$ cat src/rtl/line_serializer.sv
// line_serializer: double-buffered line-to-pixel serializer.
// A complete line is captured into a shadow register through a valid/ready
// handshake. On START it is moved into a working shift register and shifted
// out one pixel per PIX_EN strobe. Bit 0 of every line is the leftmost pixel.
module line_serializer #(
    parameter int LINE_W = 640,
    parameter int COL_W  = 10
) (
    input  logic              i_clk,
    input  logic              i_reset,
    input  logic [0:LINE_W-1] i_line_in,
    input  logic              i_line_valid,
    output logic              o_line_ready,
    input  logic              i_start,
    input  logic              i_pix_en,
    output logic              o_pixel_out,
    output logic              o_pixel_active,
    output logic [COL_W-1:0]  o_col,
    output logic              o_line_done,
    output logic              o_underrun
);

    typedef enum logic {
        IDLE  = 1'b0,
        SHIFT = 1'b1
    } state_t;

    localparam logic [COL_W-1:0] LAST_COL = COL_W'(LINE_W - 1);

    state_t            r_state;
    state_t            w_state_nxt;
    logic [COL_W-1:0]  r_col;
    logic [COL_W-1:0]  w_col_nxt;
    logic [0:LINE_W-1] r_work;
    logic [0:LINE_W-1] w_work_nxt;
    logic [0:LINE_W-1] r_shadow;
    logic              r_sfull;
    logic              r_line_done;
    logic              w_line_done_nxt;
    logic              r_underrun;
    logic              w_underrun_nxt;
    logic              w_load;
    logic              w_capture;

    // Shadow accepts a line only when empty and not held in reset.
    assign o_line_ready = !r_sfull && !i_reset;
    assign w_capture    = i_line_valid && o_line_ready;

    assign o_pixel_active = (r_state == SHIFT);
    assign o_pixel_out    = o_pixel_active & r_work[0];
    assign o_col          = r_col;
    assign o_line_done    = r_line_done;
    assign o_underrun     = r_underrun;

    // Next-state logic: start of line (load or blank underrun) and pixel shifting.
    always_comb begin
        w_state_nxt     = r_state;
        w_col_nxt       = r_col;
        w_work_nxt      = r_work;
        w_line_done_nxt = 1'b0;
        w_underrun_nxt  = 1'b0;
        w_load          = 1'b0;
        case (r_state)
            IDLE: begin
                if (i_start) begin
                    w_state_nxt = SHIFT;
                    w_col_nxt   = {COL_W{1'b0}};
                    if (r_sfull) begin
                        w_work_nxt = r_shadow;
                        w_load     = 1'b1;
                    end else begin
                        // No line buffered: emit a blank line and flag it.
                        w_work_nxt     = {LINE_W{1'b0}};
                        w_underrun_nxt = 1'b1;
                    end
                end else begin
                    w_state_nxt = IDLE;
                end
            end
            SHIFT: begin
                // START is deliberately ignored while a line is in flight.
                if (i_pix_en) begin
                    if (r_col == LAST_COL) begin
                        w_state_nxt     = IDLE;
                        w_col_nxt       = {COL_W{1'b0}};
                        w_work_nxt      = {LINE_W{1'b0}};
                        w_line_done_nxt = 1'b1;
                    end else begin
                        w_work_nxt = {r_work[1:LINE_W-1], 1'b0};
                        w_col_nxt  = r_col + COL_W'(1);
                    end
                end else begin
                    w_state_nxt = SHIFT;
                end
            end
            default: begin
                w_state_nxt = IDLE;
                w_col_nxt   = {COL_W{1'b0}};
                w_work_nxt  = {LINE_W{1'b0}};
            end
        endcase
    end

    // State, column, working line and one-cycle status pulses.
    always_ff @(posedge i_clk) begin
        if (i_reset) begin
            r_state     <= IDLE;
            r_col       <= {COL_W{1'b0}};
            r_work      <= {LINE_W{1'b0}};
            r_line_done <= 1'b0;
            r_underrun  <= 1'b0;
        end else begin
            r_state     <= w_state_nxt;
            r_col       <= w_col_nxt;
            r_work      <= w_work_nxt;
            r_line_done <= w_line_done_nxt;
            r_underrun  <= w_underrun_nxt;
        end
    end

    // Shadow buffer: captures independently of the shift state machine.
    // A transfer needs SFULL=1 and a capture needs SFULL=0, so they never collide.
    always_ff @(posedge i_clk) begin
        if (i_reset) begin
            r_shadow <= {LINE_W{1'b0}};
            r_sfull  <= 1'b0;
        end else begin
            if (w_capture) begin
                r_shadow <= i_line_in;
            end
            if (w_load) begin
                r_sfull <= 1'b0;
            end else if (w_capture) begin
                r_sfull <= 1'b1;
            end
        end
    end

endmodule

$ cat config.mk
export PLATFORM = sky130hd
export DESIGN_NAME = line_serializer
export DESIGN_NICKNAME = d
export VERILOG_FILES = /design/src/rtl/line_serializer.sv
export SDC_FILE = /design/constraint.sdc
export NUM_CORES = 2
export LEC_CHECK = 0
export CAP_MARGIN = 30
export CORE_UTILIZATION = 50
export CTS_CLUSTER_SIZE = 25
export DETAILED_ROUTE_END_ITERATION = 6
export PLACE_DENSITY = 0.76
export SYNTH_ARGS = -nofsm -noshare
export SYNTH_HDL_FRONTEND = slang
export SYNTH_SLANG_ARGS = --single-unit
$ cat constraint.sdc
create_clock -name i_clk -period 1.8 [get_ports i_clk]
set_input_delay 0.18 -clock i_clk [delete_from_list [all_inputs] [get_ports i_clk]]
set_output_delay 0.18 -clock i_clk [all_outputs]
set_load 0.01 [all_outputs]
* After elaboration in Yosys (flattened, before gate mapping)
Index checks and enable logic that the tools add are counted.
Word-level totals: flip-flop bits (word level) 1294, latch bits 0, memory bits (writable) 0, ROM bits 0, bits of input ports 645, output and inout bits 15, word-level logic and storage cells 41, memories 0
Cells by class: $add $sub $neg 1, multiply operators 0, divide/modulo/power cells 0, magnitude comparators 0, equal/unequal tests 3, shifts and indexed selects 0, muxes and demuxes 18, bitwise gates (word level) 4, reduce and logical (&&, ||, !) cells 8
Operators by type and width (count):
- $mux 640 | 4
- $pmux 640 s2 | 1
- $mux 10 | 3
- $pmux 10 s2 | 1
- $add 10x1->10 const B | 1
- $eq 10x10->1 const B | 1
- $mux 1 | 8
- $reduce_or 3->1 | 2
- $ne 2x2->1 const B | 2
- $not 1->1 | 3
- $logic_and 1x1->1 | 2
- $logic_not 1->1 | 2
- $pmux 1 s2 | 1
- $reduce_and 2->1 | 1
- $reduce_or 2->1 | 1
- $and 1x1->1 | 1

* Depth between registers and ports, before layout
depth in word-level cells 4, gate-level depth with buffers 9, mapped depth without buffers 5

* Least setup slack after synthesis
No wires, ideal clock.
path kind register -> register, from register r_col[0], in the netlist o_col[0], to register r_work[153] in the netlist's numbering, setup time 0.134 ns, arrival 1.766 ns, data required time 1.666 ns, setup slack -0.100 ns, stages on the path, launching flop included 10, path buffers 4, period minus slack after synthesis 1.900 ns, cell sequence dfxtp_1 > ha_1 > and3_1 > buf_4 > a31oi_4 > buf_6 > buf_6 > buf_6 > a221oi_2 > nor3_2
On the way: word-level cells in the longest chain between the ends 4
RTL lines:
- from (decl) | RTL line 32 | logic [COL_W-1:0] r_col;
- from (signal assigned) | RTL line 108 | r_col <= {COL_W{1'b0}};
- from (signal assigned) | RTL line 114 | r_col <= w_col_nxt;
- $eq 10x10->1 | RTL line 83 | if (r_col == LAST_COL) begin
- $mux 640 | RTL line 83
- $mux 640 | RTL line 82 | if (i_pix_en) begin
- $pmux 640 s2 | RTL line 63 | case (r_state)
- to (signal assigned) | RTL line 109 | r_work <= {LINE_W{1'b0}};
- to (signal assigned) | RTL line 115 | r_work <= w_work_nxt;
- to (decl) | RTL line 34 | logic [0:LINE_W-1] r_work;
Every way passes these cells. The select of a mux whose other input is x is not followed. A chain may end at the register's enable or synchronous reset.

* Final worst setup path
from register r_col[0], in the netlist o_col[0], to register r_work[143] in the netlist's numbering
The elaborated chain is that of the path after synthesis.

==> impl_metrics.ini <==
[status]
status = complete, but fails checks
violations = negative setup slack

[critical_path]
cp_max_fo = 9
cp_common_cell = buf_12
critPathCaptureType = register
cpPeakStageDelay_ns = 0.36
worst-path-buf-inv = 5
cp_top_family = buffers and inverters
arrival_ns = 2.68
cp_data_required_time_ns = 2.39
worstSetupPathType = register to register
crit_slowest_cell = dfxtp_4
crit_chain = ha_4, and3_4, a31oi_4, buf_12, buf_12, buf_16, buf_12, buf_16, a221oi_2, nor3_1
cp-start-kind = register

[detailed_routing]
wl_per_cell_um = 19.9
drtPass1Iterations = 5
vias_per_cell = 5.75
drc_errors = 0
ant_nets = 0
drtIter0Drc = 4046
wirelength_um = 163000
vias = 47200

[sta]
rsz0062_at_grt = true
clock_skew_ns = 0.0263
min_period_ns = 2.09
slew_headroom_pct = 31.2
fin_tns_setup_ns = -84.30
final-setup-viol-count = 639
post-route-period-util_pct = 116
finalWorstSetupSlack_ns = -0.287
fmax_mhz = 479
hold_violations = 0
slew_viol_final = 0
tightest_slew_ns = 1.03

[clocking]
clock-sinks = 1294
clk_latency_ns = 0.75
clockRootBuffer = clkbuf_16
clk_pin_slew_ns = 0.06
tritoncts = done
htree_levels = 4
numCtsBuffers = 136
clk_path_buf_depth = 3

[placed_design]
io_buffers = 659
gp_congestion = 0.856
place_area_mm2 = 0.0628
dp_hpwl_um = 96700
placed_cells = 7556

[synthesis]
yosysUniqueCellTypes = 40
avgSynthCellArea_um2 = 9.34
synthArstFlopShare_pct = 0
synth_nets = 6417
syn_area_mm2 = 0.0539
synth_cells = 5771
synth_ff_type = dfxtp_1
ys_seq_area_share_pct = 48.1
synth-edff-count = 0
ys_seq_elements = 1294
yosys_warnings = 0

[global_route]
grt_usage_pct = 28.3
gr-total-overflow = 0
antenna_found_initial = 7
grt_max_degree = 225
first_global_vias = 46800
grt_pass1_wl_um = 249000

[cells_and_area]
drive_above_1_share_pct = 18.0
seqCellArea_mm2 = 0.0259
mostFrequentLayoutCells = 1289 x dfxtp_1, 647 x nand2_1, 646 x nor2_1, 646 x o21ai_0, 646 x clkdlybuf4s50_1
utilization_pct = 68.6
multi_input_area_mm2 = 0.0258
final_common_cell = dfxtp_1
num-fill-cells = 7376
finalNetCount = 7345
final-instance-count-excl-fill = 8202
area_delta_synth_final_pct = 36.1
postLayoutCellArea_mm2 = 0.0733

[floorplanning]
ios = 660
die_h_um = 330
die_area_mm2 = 0.109
fp-row-count = 120
start_util_pct = 50.4
core-area_mm2 = 0.107
chipWidth_um = 330

[power_and_ir_drop]
power.leakage_nw = 27.9
p_total_w = 0.0744
worst_ir_drop_vdd_mv = 0.798
power.density_mw_per_mm2 = 1010

[min_path]
holdCritPathClass = input pin to register

[flow_run]
max_cap_violations = 0
[cell families (layout without fill, tap and decap cells)]
logic type / Yosys count / in the layout / synth area share, %
and+or+nand+nor: 2601 / 2601 / 22.8
AOI/OAI and AO/OA: 1298 / 1298 / 23.6
adders and majority gates: 1 / 1 / 0.0232
DFF: 1294 / 1294 / 48.1
other: 0 / 6 / 0
muxes: 2 / 2 / 0.0395
buffers and inverters: 574 / 1596 / 5.52
xor gates and xnor gates: 1 / 1 / 0.0163
[registers in the layout, summed over array words and instances (netlist names)]
name            cells
r_shadow          640
r_sfull             1
o_underrun          1
r_work            640
o_line_done         1
o_pixel_active      1
o_col              10
[cell type report]
| cell class | instances | share of cell area (%) |
|---|---|---|
| Timing Repair Buffer | 1363 | 20.8 |
| Sequential cell | 1294 | 35.4 |
| Clock inverter | 44 | 0.978 |
| Tap cell | 1403 | 2.39 |
| Multi-Input combinational cell | 3903 | 35.1 |
| Antenna cell | 6 | 0.0205 |
| Clock buffer | 188 | 5.37 |
| Inverter | 1 | 0.00512 |
[stage by stage]
step,hold slack (ns),setup WS [ns]
6_report,0.0318,-0.287
3_3_place_gp,0.434,-0.372
5_1_grt,0.00871,-0.327
4_1_cts,0.0000878,-0.196
2_1_floorplan,0.289,0.00635
3_5_place_dp,0.445,-0.424
[Yosys cell counts (3+ instances only)]
library cell  count  area [um^2]
buf_4             5         37.5
a221oi_1         39          342
dfxtp_1        1294        25900
clkbuf_1        287         1080
nor2_1          647         2430
a221oi_2        600         9010
and3_1            3         18.8
nand2_1         647         2430
nor3_2            4         40.0
a31oi_1           3         18.8
a21oi_1           3         15.0
and2_1            4         25.0
buf_6            69          777
nand4_1           4         25.0
nor3_1          636         3180
nand3_1           5         25.0
o21ai_0         646         3230
buf_2           211         1060
nand2b_1        640         4000
[timing repair]
action,in CTS,in global routing
setup endpoints to repair,634,651
gates resized for setup,108,72
endpoints found under the hold margin,387,0
pin swaps,114,35
setup buffers,11,14
gates cloned,30,7
hold buffers,346,0
[tightest hold or removal path, delay by kind of cell]
family / cells / cell delay (ns)
and+or+nand+nor: 1 / 0.06
buffers and inverters: 1 / 0.39
AOI/OAI and AO/OA: 1 / 0.08
[power breakdown]
group / internal, W / total [W] / switching [W]
clock network: 0.0176 / 0.0294 / 0.0118
logic: 0.00602 / 0.0119 / 0.00589
registers: 0.0311 / 0.0331 / 0.00201
[final timing paths]
kind | end | depth (start not counted) | from | slack [ns]
min reg2reg | r_shadow[1]$_SDFFE_PP0P_ | 2 | r_shadow[1]$_SDFFE_PP0P_ | 0.48
max | r_work[143]$_SDFFE_PP0P_ | 10 | o_col[0]$_SDFFE_PP0P_ | -0.29
max reg2reg | r_work[143]$_SDFFE_PP0P_ | 10 | o_col[0]$_SDFFE_PP0P_ | -0.29
min | r_shadow[619]$_SDFFE_PP0P_ | 3 | i_line_in[619] | 0.03
[routing by layer]
metal  GRT usage, %  part of all wire, %  up-vias
met5              0               0.0080        -
met4           16.0                  5.4        2
met3           3.80                  4.9      481
met2           48.4                   50     1663
met1           34.1                   40    22800
li1               -                    -    22200
(Power assumes the default switching activity.)
